$ cat config.mk
export PLATFORM = sky130hd
export DESIGN_NAME = apb_uart_fifo
export DESIGN_NICKNAME = d
export VERILOG_FILES = /design/src/rtl/uart_pkg.sv /design/src/rtl/uart_sync_fifo.sv /design/src/rtl/apb_uart_fifo.sv
export SDC_FILE = /design/constraint.sdc
export NUM_CORES = 1
export LEC_CHECK = 0
export BUFFER_PORTS_ARGS = -buffer_cell sky130_fd_sc_hd__buf_2
export CORE_MARGIN = 5
export CORE_UTILIZATION = 45
export DETAILED_ROUTE_END_ITERATION = 12
export SETUP_SLACK_MARGIN = 0.5
export SYNTH_ARGS = -nofsm -noshare
export SYNTH_HDL_FRONTEND = slang
export SYNTH_SLANG_ARGS = --single-unit
$ cat constraint.sdc
create_clock -name pClk -period 6.8 [get_ports pClk]
set_input_delay 0.34 -clock pClk [delete_from_list [all_inputs] [get_ports pClk]]
set_output_delay 0.34 -clock pClk [all_outputs]
set_load 0.03 [all_outputs]
$ cat src/rtl/uart_pkg.sv
// Shared constants for the APB UART: register indices, control/IRQ bit
// positions, TX/RX state encodings and small parity/divisor helpers.
package uart_pkg;

   // Register word indices (pAddr[2:0])
   localparam logic [2:0] REG_TXDATA   = 3'd0;
   localparam logic [2:0] REG_RXDATA   = 3'd1;
   localparam logic [2:0] REG_STATUS   = 3'd2;
   localparam logic [2:0] REG_CTRL     = 3'd3;
   localparam logic [2:0] REG_BAUDDIV  = 3'd4;
   localparam logic [2:0] REG_IRQ_EN   = 3'd5;
   localparam logic [2:0] REG_IRQ_STAT = 3'd6;

   // CTRL bit positions
   localparam int CTRL_TX_EN   = 0;
   localparam int CTRL_RX_EN   = 1;
   localparam int CTRL_PAR_EN  = 2;
   localparam int CTRL_PAR_ODD = 3;
   localparam int CTRL_STOP2   = 4;

   // IRQ_STAT / IRQ_EN bit positions
   localparam int IRQ_OVERRUN = 2;
   localparam int IRQ_PARITY  = 3;
   localparam int IRQ_FRAME   = 4;
   localparam int IRQ_TX_DROP = 5;

   // TX FSM states
   localparam logic [2:0] TX_IDLE   = 3'd0;
   localparam logic [2:0] TX_START  = 3'd1;
   localparam logic [2:0] TX_DATA   = 3'd2;
   localparam logic [2:0] TX_PARITY = 3'd3;
   localparam logic [2:0] TX_STOP   = 3'd4;

   // RX FSM states
   localparam logic [2:0] RX_IDLE   = 3'd0;
   localparam logic [2:0] RX_START  = 3'd1;
   localparam logic [2:0] RX_DATA   = 3'd2;
   localparam logic [2:0] RX_PARITY = 3'd3;
   localparam logic [2:0] RX_STOP   = 3'd4;

   // Smallest usable clocks-per-bit; lower programmed values are clamped
   localparam logic [15:0] DIV_MIN = 16'd4;

   // Parity bit for a byte: even parity when odd=0
   function automatic logic parity_bit(input logic [7:0] data, input logic odd);
      return (^data) ^ odd;
   endfunction

   // Programmed divisor clamped to DIV_MIN
   function automatic logic [15:0] eff_div(input logic [15:0] div);
      return (div < DIV_MIN) ? DIV_MIN : div;
   endfunction

endpackage

$ cat src/rtl/uart_sync_fifo.sv
// Synchronous FIFO with full/empty/level; push while full succeeds only
// when a pop happens in the same cycle, pop while empty is ignored.
module uart_sync_fifo #(
   parameter int WIDTH = 8,
   parameter int DEPTH = 16,
   localparam int AW = $clog2(DEPTH),
   localparam int LW = AW + 1
) (
   input  logic             clk,
   input  logic             rst,
   input  logic             push,
   input  logic             pop,
   input  logic [WIDTH-1:0] wdata,
   output logic [WIDTH-1:0] rdata,
   output logic             full,
   output logic             empty,
   output logic [LW-1:0]    level,
   output logic             overflow
);

   logic [WIDTH-1:0] mem_r [DEPTH];
   logic [AW-1:0]    wr_ptr_r;
   logic [AW-1:0]    rd_ptr_r;
   logic [LW-1:0]    level_r;
   logic             do_push_s;
   logic             do_pop_s;

   assign empty     = (level_r == {LW{1'b0}});
   assign full      = (level_r == LW'(DEPTH));
   assign do_pop_s  = pop & ~empty;
   assign do_push_s = push & (~full | do_pop_s);
   assign overflow  = push & ~do_push_s;
   assign rdata     = mem_r[rd_ptr_r];
   assign level     = level_r;

   // Storage write; contents need no reset since level gates visibility
   always_ff @(posedge clk) begin
      if (do_push_s) begin
         mem_r[wr_ptr_r] <= wdata;
      end
   end

   // Pointer and level bookkeeping
   always_ff @(posedge clk) begin
      if (rst) begin
         wr_ptr_r <= {AW{1'b0}};
         rd_ptr_r <= {AW{1'b0}};
         level_r  <= {LW{1'b0}};
      end else begin
         if (do_push_s) wr_ptr_r <= wr_ptr_r + AW'(1);
         if (do_pop_s)  rd_ptr_r <= rd_ptr_r + AW'(1);
         case ({do_push_s, do_pop_s})
            2'b10:   level_r <= level_r + LW'(1);
            2'b01:   level_r <= level_r - LW'(1);
            default: level_r <= level_r;
         endcase
      end
   end

endmodule

$ cat src/rtl/apb_uart_fifo.sv
// APB-attached UART: register decode, TX/RX bit engines with runtime baud
// divisor, optional parity and two stop bits, sticky error flags and IRQ.
module apb_uart_fifo
   import uart_pkg::*;
#(
   parameter int FIFO_DEPTH = 16,
   parameter int DIV_RESET  = 10416,
   parameter int RX_SYNC    = 2
) (
   input  logic        pClk,
   input  logic        pReset,
   input  logic        pSel,
   input  logic        pEnable,
   input  logic        pWrite,
   input  logic [31:0] pAddr,
   input  logic [31:0] pWdata,
   output logic [31:0] pReadData,
   input  logic        RxD,
   output logic        TxD,
   output logic        IRQ
);

   localparam int LW = $clog2(FIFO_DEPTH) + 1;

   // APB decode
   logic       setup_s, wr_s, rd_acc_s;
   logic [2:0] idx_s;
   assign setup_s  = pSel & ~pEnable;
   assign wr_s     = pSel & pEnable & pWrite;
   assign rd_acc_s = pSel & pEnable & ~pWrite;
   assign idx_s    = pAddr[2:0];

   logic unused_bits_s;
   assign unused_bits_s = ^{pAddr[31:3], pWdata[31:16]};

   // Registers
   logic [4:0]  ctrl_r;
   logic [15:0] baud_r;
   logic [5:0]  irq_en_r;
   logic [7:0]  last_tx_r;
   logic        overrun_r, par_err_r, frame_err_r, tx_drop_r;
   logic        rx_pop_ok_r;
   logic [31:0] prdata_r;
   logic        irq_r;
   logic [31:0] rd_data_s, status_s;
   logic [5:0]  irq_stat_s, clr_s;

   // FIFO interfaces
   logic          tx_push_s, tx_pop_s, tx_full_s, tx_empty_s, tx_ovf_s;
   logic [7:0]    tx_rdata_s;
   logic [LW-1:0] tx_level_s;
   logic          rx_push_s, rx_pop_s, rx_full_s, rx_empty_s, rx_ovf_s;
   logic [7:0]    rx_rdata_s;
   logic [LW-1:0] rx_level_s;

   // TX engine state
   logic [2:0]  tx_state_r, tx_bit_r;
   logic [15:0] tx_cnt_r;
   logic [7:0]  tx_shift_r;
   logic        tx_par_r, tx_par_en_r, tx_stop2_r, tx_second_r, txd_r;
   logic        tx_bit_end_s, tx_last_stop_s, tx_busy_s;

   // RX engine state
   logic [RX_SYNC-1:0] rx_sync_r;
   logic        rxd_s, rx_prev_r;
   logic [2:0]  rx_state_r, rx_bit_r;
   logic [15:0] rx_cnt_r;
   logic [7:0]  rx_shift_r;
   logic        rx_par_bit_r, rx_par_en_r, rx_par_odd_r, rx_bit_end_s;

   assign tx_push_s = wr_s & (idx_s == REG_TXDATA);
   assign rx_pop_s  = rd_acc_s & (idx_s == REG_RXDATA) & rx_pop_ok_r;

   uart_sync_fifo #(.WIDTH(8), .DEPTH(FIFO_DEPTH)) u_tx_fifo (
      .clk(pClk), .rst(pReset), .push(tx_push_s), .pop(tx_pop_s),
      .wdata(pWdata[7:0]), .rdata(tx_rdata_s), .full(tx_full_s),
      .empty(tx_empty_s), .level(tx_level_s), .overflow(tx_ovf_s)
   );

   uart_sync_fifo #(.WIDTH(8), .DEPTH(FIFO_DEPTH)) u_rx_fifo (
      .clk(pClk), .rst(pReset), .push(rx_push_s), .pop(rx_pop_s),
      .wdata(rx_shift_r), .rdata(rx_rdata_s), .full(rx_full_s),
      .empty(rx_empty_s), .level(rx_level_s), .overflow(rx_ovf_s)
   );

   // TX control: a new frame starts from IDLE or directly from the last stop bit
   assign tx_bit_end_s   = (tx_cnt_r == 16'd0);
   assign tx_busy_s      = (tx_state_r != TX_IDLE);
   assign tx_last_stop_s = (tx_state_r == TX_STOP) & tx_bit_end_s & (~tx_stop2_r | tx_second_r);
   assign tx_pop_s       = ctrl_r[CTRL_TX_EN] & ~tx_empty_s & ((tx_state_r == TX_IDLE) | tx_last_stop_s);

   // TX bit engine; divisor reloaded at every bit boundary
   always_ff @(posedge pClk) begin
      if (pReset) begin
         tx_state_r  <= TX_IDLE;
         tx_bit_r    <= 3'd0;
         tx_cnt_r    <= 16'd0;
         tx_shift_r  <= 8'd0;
         tx_par_r    <= 1'b0;
         tx_par_en_r <= 1'b0;
         tx_stop2_r  <= 1'b0;
         tx_second_r <= 1'b0;
         txd_r       <= 1'b1;
      end else if (tx_pop_s) begin
         tx_state_r  <= TX_START;
         txd_r       <= 1'b0;
         tx_cnt_r    <= eff_div(baud_r) - 16'd1;
         tx_shift_r  <= tx_rdata_s;
         tx_par_r    <= parity_bit(tx_rdata_s, ctrl_r[CTRL_PAR_ODD]);
         tx_par_en_r <= ctrl_r[CTRL_PAR_EN];
         tx_stop2_r  <= ctrl_r[CTRL_STOP2];
         tx_second_r <= 1'b0;
      end else if (tx_busy_s) begin
         if (!tx_bit_end_s) begin
            tx_cnt_r <= tx_cnt_r - 16'd1;
         end else begin
            tx_cnt_r <= eff_div(baud_r) - 16'd1;
            case (tx_state_r)
               TX_START: begin
                  tx_state_r <= TX_DATA;
                  tx_bit_r   <= 3'd0;
                  txd_r      <= tx_shift_r[0];
               end
               TX_DATA: begin
                  if (tx_bit_r == 3'd7) begin
                     tx_state_r  <= tx_par_en_r ? TX_PARITY : TX_STOP;
                     txd_r       <= tx_par_en_r ? tx_par_r : 1'b1;
                     tx_second_r <= 1'b0;
                  end else begin
                     tx_bit_r   <= tx_bit_r + 3'd1;
                     tx_shift_r <= {1'b0, tx_shift_r[7:1]};
                     txd_r      <= tx_shift_r[1];
                  end
               end
               TX_PARITY: begin
                  tx_state_r  <= TX_STOP;
                  txd_r       <= 1'b1;
                  tx_second_r <= 1'b0;
               end
               TX_STOP: begin
                  txd_r <= 1'b1;
                  if (tx_stop2_r && !tx_second_r) tx_second_r <= 1'b1;
                  else                            tx_state_r  <= TX_IDLE;
               end
               default: begin
                  tx_state_r <= TX_IDLE;
                  txd_r      <= 1'b1;
               end
            endcase
         end
      end else begin
         txd_r <= 1'b1;
      end
   end

   // RxD synchroniser and edge-detect history, idle high
   always_ff @(posedge pClk) begin
      if (pReset) begin
         rx_sync_r <= {RX_SYNC{1'b1}};
         rx_prev_r <= 1'b1;
      end else begin
         rx_sync_r <= {rx_sync_r[RX_SYNC-2:0], RxD};
         rx_prev_r <= rxd_s;
      end
   end

   assign rxd_s        = rx_sync_r[RX_SYNC-1];
   assign rx_bit_end_s = (rx_cnt_r == 16'd0);
   assign rx_push_s    = (rx_state_r == RX_STOP) & rx_bit_end_s;

   // RX bit engine: half-bit start validation then mid-bit sampling
   always_ff @(posedge pClk) begin
      if (pReset) begin
         rx_state_r   <= RX_IDLE;
         rx_bit_r     <= 3'd0;
         rx_cnt_r     <= 16'd0;
         rx_shift_r   <= 8'd0;
         rx_par_bit_r <= 1'b0;
         rx_par_en_r  <= 1'b0;
         rx_par_odd_r <= 1'b0;
      end else if (rx_state_r == RX_IDLE) begin
         if (ctrl_r[CTRL_RX_EN] && rx_prev_r && !rxd_s) begin
            rx_state_r   <= RX_START;
            rx_cnt_r     <= (eff_div(baud_r) >> 1) - 16'd1;
            rx_par_en_r  <= ctrl_r[CTRL_PAR_EN];
            rx_par_odd_r <= ctrl_r[CTRL_PAR_ODD];
         end else begin
            rx_state_r <= RX_IDLE;
         end
      end else if (!rx_bit_end_s) begin
         rx_cnt_r <= rx_cnt_r - 16'd1;
      end else begin
         rx_cnt_r <= eff_div(baud_r) - 16'd1;
         case (rx_state_r)
            RX_START: begin
               rx_state_r <= rxd_s ? RX_IDLE : RX_DATA;
               rx_bit_r   <= 3'd0;
            end
            RX_DATA: begin
               rx_shift_r <= {rxd_s, rx_shift_r[7:1]};
               rx_bit_r   <= rx_bit_r + 3'd1;
               if (rx_bit_r == 3'd7) rx_state_r <= rx_par_en_r ? RX_PARITY : RX_STOP;
               else                  rx_state_r <= RX_DATA;
            end
            RX_PARITY: begin
               rx_par_bit_r <= rxd_s;
               rx_state_r   <= RX_STOP;
            end
            default: rx_state_r <= RX_IDLE;
         endcase
      end
   end

   assign clr_s      = (wr_s && idx_s == REG_IRQ_STAT) ? pWdata[5:0] : 6'd0;
   assign irq_stat_s = {tx_drop_r, frame_err_r, par_err_r, overrun_r,
                        tx_empty_s & ~tx_busy_s, ~rx_empty_s};

   // Control registers and sticky flags; a set beats a same-cycle clear
   always_ff @(posedge pClk) begin
      if (pReset) begin
         ctrl_r      <= 5'd0;
         baud_r      <= 16'(DIV_RESET);
         irq_en_r    <= 6'd0;
         last_tx_r   <= 8'd0;
         overrun_r   <= 1'b0;
         par_err_r   <= 1'b0;
         frame_err_r <= 1'b0;
         tx_drop_r   <= 1'b0;
         irq_r       <= 1'b0;
      end else begin
         if (wr_s) begin
            case (idx_s)
               REG_TXDATA:  last_tx_r <= pWdata[7:0];
               REG_CTRL:    ctrl_r    <= pWdata[4:0];
               REG_BAUDDIV: baud_r    <= pWdata[15:0];
               REG_IRQ_EN:  irq_en_r  <= pWdata[5:0];
               default:     ctrl_r    <= ctrl_r;
            endcase
         end
         overrun_r   <= rx_ovf_s | (overrun_r & ~clr_s[IRQ_OVERRUN]);
         par_err_r   <= (rx_push_s & rx_par_en_r & (rx_par_bit_r != parity_bit(rx_shift_r, rx_par_odd_r)))
                        | (par_err_r & ~clr_s[IRQ_PARITY]);
         frame_err_r <= (rx_push_s & ~rxd_s) | (frame_err_r & ~clr_s[IRQ_FRAME]);
         tx_drop_r   <= tx_ovf_s | (tx_drop_r & ~clr_s[IRQ_TX_DROP]);
         irq_r       <= |(irq_stat_s & irq_en_r);
      end
   end

   // STATUS word assembly
   always_comb begin
      status_s          = 32'd0;
      status_s[LW-1:0]  = tx_level_s;
      status_s[8 +: LW] = rx_level_s;
      status_s[16]      = tx_full_s;
      status_s[17]      = rx_empty_s;
      status_s[18]      = tx_busy_s;
   end

   // Read mux for the register addressed in the setup phase
   always_comb begin
      rd_data_s = 32'd0;
      case (idx_s)
         REG_TXDATA:   rd_data_s = {24'd0, last_tx_r};
         REG_RXDATA:   rd_data_s = rx_empty_s ? 32'h0000_0100 : {24'd0, rx_rdata_s};
         REG_STATUS:   rd_data_s = status_s;
         REG_CTRL:     rd_data_s = {27'd0, ctrl_r};
         REG_BAUDDIV:  rd_data_s = {16'd0, baud_r};
         REG_IRQ_EN:   rd_data_s = {26'd0, irq_en_r};
         REG_IRQ_STAT: rd_data_s = {26'd0, irq_stat_s};
         default:      rd_data_s = 32'd0;
      endcase
   end

   // Read data captured at the setup edge; remember whether an RX pop is owed
   always_ff @(posedge pClk) begin
      if (pReset) begin
         prdata_r    <= 32'd0;
         rx_pop_ok_r <= 1'b0;
      end else if (setup_s) begin
         prdata_r    <= rd_data_s;
         rx_pop_ok_r <= ~pWrite & (idx_s == REG_RXDATA) & ~rx_empty_s;
      end else begin
         prdata_r    <= prdata_r;
         rx_pop_ok_r <= rx_pop_ok_r;
      end
   end

   assign pReadData = prdata_r;
   assign TxD       = txd_r;
   assign IRQ       = irq_r;

endmodule

# --- Word-level counts from Yosys, hierarchy flattened ---
# Memories as Yosys holds them, arrays and structs flattened. A register that Yosys moved wholly into a read port is not among the register bits.
# Index checks and enable logic that the tools add are counted.
totals:
  input_bits: 70
  ff_bits: 170
  memories: 2
  mem_bits_rw: 256
  wordCells: 232
  out_inout_bits: 34
mem_list:
  columns: ["name", "words", "word_bits", "read_ports", "rd_ports_with_merged_regs", "write_ports", "line", "text"]
  rows:
  - ["u_rx_fifo.mem_r", 16, 8, 1, 1, 1, "uart_sync_fifo.sv:21", "logic [WIDTH-1:0] mem_r [DEPTH];"]
  - ["u_tx_fifo.mem_r", 16, 8, 1, 1, 1, "uart_sync_fifo.sv:21", null]
op_classes:
  magnitude_cmp: 1
  n_mux: 51
  n_eq_ne: 32
  reduce_logical: 40
  bitwise: 56
  n_addsub: 14
op_table:
  columns: ["operator", "count"]
  rows:
  - ["$pmux 19 s7", 1]
  - ["$mux 16", 7]
  - ["$sub 16x1->16 const B", 3]
  - ["$mux 8", 5]
  - ["$logic_not 16->1", 2]
  - ["$and 1x1->1", 28]
  - ["$mux 3", 8]
  - ["$eq 3x3->1 const B", 7]
  - ["$pmux 5 s2", 2]
  - ["$eq 3x2->1 const B", 6]
  - ["$not 1->1", 17]
  - ["$add 4x1->4 const B", 4]
  - ["$lt 16x3->1 const B", 1]
  - ["$mux 4", 4]
  - ["$reduce_bool 2->1", 8]
  - ["$reduce_xor 8->1", 2]
  - ["$sub 15x1->16 const B", 1]
  - ["$mux 1", 15]
  - ["$pmux 3 s2", 2]
  - ["$pmux 3 s4", 1]
  - ["$reduce_and 4->1", 3]
  - ["$add 5x1->5 const B", 2]
  - ["$eq 5x5->1 const B", 2]
  - ["$logic_not 5->1", 2]
  - ["other kinds (27)", 61]

# --- Longest topological paths before layout ---
depth:
  ltp_word: 11
  mapped_depth: 18
  depth_no_buf: 17

# --- By module ---
# Synthesis repeated with hierarchy kept, for this count alone.
hier_totals:
  hier_cells: 1612
  hier_area_um2: 19178.4
modules_own_cells:
  columns: ["mod", "seq_area_each_um2", "area_per_inst_um2", "cells_per_inst", "instances"]
  rows:
  - ["apb_uart_fifo", 2622.5, 7523.5, 969, 1]
  - ["uart_sync_fifo (u_rx_fifo)", 4184.0, 5859.4, 323, 1]
  - ["uart_sync_fifo (u_tx_fifo)", 4184.0, 5795.6, 320, 1]

# --- Worst setup path before layout ---
# OpenSTA, ideal clock, no wires.
synth_path:
  kind: "flip-flop to flip-flop"
  startpoint: "reg baud_r[8]"
  endpoint: "reg tx_cnt_r[11]"
  synth_period_minus_slack_ns: 3.683
  n_path_buf: 2
  setup_slack_ns: 3.117
  path_stages_with_launch: 14
  required_ns: 6.705
  setup_time_ns: 0.095
  arrival_time_ns: 3.588
  cell_sequence: "dfxtp_1 clkbuf_1 nor4_1 nand4_1 nand2_1 ha_1 or3b_1 or4_1 clkbuf_1 nor4_1 a21oi_1 a31oi_1 o21ai_0 a221oi_1"
synth_between:
  elab_chain_len: 6
synth_rtl:
  columns: ["item", "line", "text"]
  rows:
  - ["from (decl)", "apb_uart_fifo.sv:38", "logic [15:0] baud_r;"]
  - ["from (signal assigned)", "apb_uart_fifo.sv:222", "baud_r <= 16'(DIV_RESET);"]
  - ["from (signal assigned)", "apb_uart_fifo.sv:235", "REG_BAUDDIV: baud_r <= pWdata[15:0];"]
  - ["$lt 16x3->1", "uart_pkg.sv:51", "return (div < DIV_MIN) ? DIV_MIN : div;"]
  - ["$mux 16 *", "uart_pkg.sv:51", null]
  - ["$sub 16x1->16 *", "apb_uart_fifo.sv:107, apb_uart_fifo.sv:117", null]
  - ["$mux 16", "apb_uart_fifo.sv:114", "if (!tx_bit_end_s) begin"]
  - ["$mux 16", "apb_uart_fifo.sv:113", "end else if (tx_busy_s) begin"]
  - ["$mux 16 *", "apb_uart_fifo.sv:104", "end else if (tx_pop_s) begin"]
  - ["to (signal assigned)", "apb_uart_fifo.sv:107", "tx_cnt_r <= eff_div(baud_r) - 16'd1;"]
  - ["to (signal assigned)", "apb_uart_fifo.sv:115", "tx_cnt_r <= tx_cnt_r - 16'd1;"]
  - ["to (signal assigned)", "apb_uart_fifo.sv:117", "tx_cnt_r <= eff_div(baud_r) - 16'd1;"]
  - ["to (decl)", "apb_uart_fifo.sv:58", "logic [15:0] tx_cnt_r;"]
# Mark *: on every way between the ends. The rest lies on a longest branch, timed or not. The select of a mux whose other input is x is not followed.
# A chain may end at the register's enable or synchronous reset.

# --- Worst setup path after layout ---
# Same ends and word-level chain as after synthesis.

==> key figures <==
Timing
  • Final min period: 4.55 ns
  • Final worst setup slack: between 2 and 2.5 ns
  • RSZ-0062 raised after global routing: no
  • Setup TNS: 0 ns
  • Slew @ Worst Pin: 1.35 ns
  • F_max: 220 MHz
  • Max-slew violations: 0
  • Slew HR: 9.22%
  • Clock skew: 0.0194 ns
  • Final worst-path cycle share: 66.9%
  • Setup-failing EPs final: 0
  • Hold Fails Final Rpt: 0

Floorplan
  • Die Footprint: between 40000 and 50000 um^2
  • Starting Density: around 46%
  • Io pins: 104
  • Die X-Extent: 214 um
  • DIE HEIGHT: 214 um
  • Core ar.: 40900 um^2
  • Row Count: 74

Pwr
  • Leakage: 0.00691 uW
  • Power, Total: 6210 uW
  • Cell Pwr Density: a little under 300 nW/um^2
  • Max rail drop VDD: roughly 0.00025 V

Synthesis
  • Yosys reg bits: 421
  • Post-synth EDFFs: approximately 260
  • Share of Yosys cell area claimed by the top area cell type: 41.2%
  • Cells after Synth: 1540
  • Count of different cell masters after synthesis: 63
  • Ys Warns: 0
  • Asr flop ratio synth: 0%
  • Syn Area/Cell: 12.1 um^2
  • Post-synth top flop: edfxtp_1
  • Post-synthesis sequential area ratio: between 50% and 60%
  • Post-Syn Area: 18700 um^2
  • Largest cells by area after synthesis: edfxtp_1 41%, dfxtp_1 18%, mux4_2 9.4%, nor2_1 3.4%, nand2_1 3.2%
  • Yosys top cell by area: edfxtp_1

Global routing
  • First-pass GRT wire length: 69.5 mm
  • Gr usage total: 19.7%
  • GR met2 Demand/Resource: 31.4%
  • GRT overflow: 0
  • Initial antenna violation count: 1
  • Largest net degree at the start of global routing: 101
  • Met3 Use GR: ~2.9%
  • Vias in the first global route: 11700
  • Most Crowded Layer GR: met2
  • Met1 Use GR: 28.9%

Place
  • Port Buffer Count: 45
  • DP HPWL: 29.3 mm
  • Pre-CTS setup slack: 2.37 ns
  • Placer Congestion: between 0.8 and 0.9

Finish
  • Area delta synth->final: 11.9%
  • Post-layout net count: 1655
  • Share of layout cells above drive strength 1: between 10 and 15%
  • Commonest cells after routing, fill and taps aside: 256 x edfxtp_1, 167 x nor2_1, 162 x dfxtp_1
  • ANT cells: 0
  • Commonest non-fill, non-tap cell in the layout: edfxtp_1

Clock tree
  • H-tree levels: 2
  • Clk_lat worst skew: between 0.5 and 0.6 ns
  • Cts bufs inserted: 45
  • Setup repair bufs after CTS: 0
  • CTS root buffer: clkbuf_16
  • Post-CTS Hold Fix Bufs: 8
  • Clock Tree Buf Depth: 3
  • CTS tree: built
  • Post-cts resize count: 0
  • Clock slew at reported path FFs: 0.06 ns
  • Clock sinks: 421

Worst setup path
  • Critical path class: flip-flop to flip-flop
  • Worst Path Required: about 7.3 ns
  • CP cell instances: nor4_1 > nand4_1 > nand2_1 > ha_1 > or3b_1 > or4_1 > nor4_1 > a21oi_1 > a31oi_1 > o21ai_0 > a221oi_1
  • Worst Setup End Kind: flip-flop
  • Crit Path Max Fanout: 9
  • CP most frequent cell: nor4_1
  • Slowest CP cell: nor4_1
  • Critical path launch point type: flip-flop
  • Crit path largest cell delay: 0.79 ns
  • Data arrival time of the critical path: 5.02 ns

Drt
  • Via Count: 12200
  • DR DRC count: 0
  • Pre-antenna DRT Iters: 7
  • Vias/cell: 5.75
  • Iter 0 DRT Violations: 978
  • DR WL/cell: 21.0 um
  • Post-Route WL: 44.7 mm
  • Post-route ant nets: 0

Min path
  • Worst hold path type: input port to flip-flop

Job
  • Max-cap violations: 0

Run status
  • Status: finished clean
state kept, by name, indices dropped and copies added, names as in the netlist, 2 cells and up, named ones only:
name                cells
irq_en_r                6
u_rx_fifo.mem_r       128
rx_shift_r              8
u_tx_fifo.mem_r       128
rx_state_r              3
rx_cnt_r               16
u_tx_fifo.level         5
tx_shift_r              8
u_tx_fifo.rd_ptr_r      4
u_rx_fifo.rd_ptr_r      4
u_rx_fifo.level         5
tx_cnt_r               16
tx_bit_r                3
rx_sync_r               2
tx_state_r              3
baud_r                 16
u_rx_fifo.wr_ptr_r      4
rx_bit_r                3
u_tx_fifo.wr_ptr_r      4
last_tx_r               8
pReadData              19
ctrl_r                  5
power breakdown:
| group | total, uW | internal [uW] | leakage, uW | switching (uW) |
|---|---|---|---|---|
| logic | 895 | 301 | 0.00250 | 594 |
| clock network | 2500 | 1480 | 0.000747 | 1020 |
| registers | 2810 | 2750 | 0.00367 | 63.6 |
| total | 6210 | 4530 | 0.00691 | 1680 |
metal layers:
| layer | part of all wire (%) | up-vias |
|---|---|---|
| met3 | 5.2 | 59 |
| met1 | 46 | 6098 |
| met2 | 47 | 322 |
| met4 | 1.9 | 2 |
| met5 | 0.029 | - |
| li1 | - | 5740 |
area by class of cell:
type,instances,area (um^2)
flip-flops and latches,421,11000
inverters,29,109
fillers,3605,20100
clock inverters,17,191
repair buffers,69,428
well taps,532,666
multi-input cells,992,7150
clock buffers,66,1340
through the flow:
step                      std cells  area (um^2)  util (%)  hold slack, ns
after floorplan                1552        18700         -           0.389
after global placement         2035        19300      47.1           0.396
after detailed placement       2035        19300      47.1           0.397
after CTS                      2126        20900      51.0         0.00440
after global routing           2126        20900      51.0          0.0283
final                          2126        20900      51.0          0.0344
Yosys cell counts (all sizes together), types with 9 or more instances:
| cell type | number |
|---|---|
| edfxtp | 256 |
| nor2 | 167 |
| dfxtp | 165 |
| nand2 | 157 |
| a21oi | 91 |
| mux4 | 78 |
| clkbuf | 75 |
| o21ai | 61 |
| nor3 | 44 |
| xnor2 | 36 |
| buf | 35 |
| a22oi | 30 |
| nand3 | 30 |
| inv | 29 |
| mux2i | 29 |
| xor2 | 28 |
| ha | 26 |
| nor2b | 16 |
| nor4 | 16 |
| nand4 | 15 |
| or3 | 15 |
| o211ai | 13 |
| a211oi | 11 |
| a311oi | 11 |
| nand2b | 10 |
| nand3b | 9 |
worst max-delay path, delay by kind of cell, from the launching register on:
family,cells,cell delay [ns]
AND/OR/NAND/NOR,6,2.88
AO/OA/AOI/OAI,4,0.90
adder cells (fa/ha/maj),1,0.23
flip-flops,1,0.43
logic make-up (layout without fill, tap and decap cells):
kind of cell,Yosys count,in the layout,share of synthesized area [%]
muxes,110,110,11.2
AOI/OAI and AO/OA,265,265,8.94
and+or+nand+nor,510,510,12.6
buffers and inverters,139,181,3.15
DFF,421,421,58.9
other,1,13,0.0201
adders and majority gates,27,27,1.85
xor gates and xnor gates,67,67,3.37
path summary, 6_finish.rpt:
path                            cells after the start  slack, ns                     from                         to
worst max-delay path                               11       2.25   baud_r[8]$_SDFFE_PP0P_  tx_cnt_r[11]$_SDFFE_PP0P_
worst min-delay path                                3       0.03                pWdata[8]     baud_r[8]$_SDFFE_PP0P_
worst max register to register                     11       2.25   baud_r[8]$_SDFFE_PP0P_  tx_cnt_r[11]$_SDFFE_PP0P_
worst min register to register                      1       0.41  rx_sync_r[0]$_SDFF_PP1_    rx_sync_r[1]$_SDFF_PP1_
(Power assumes the default switching activity.)
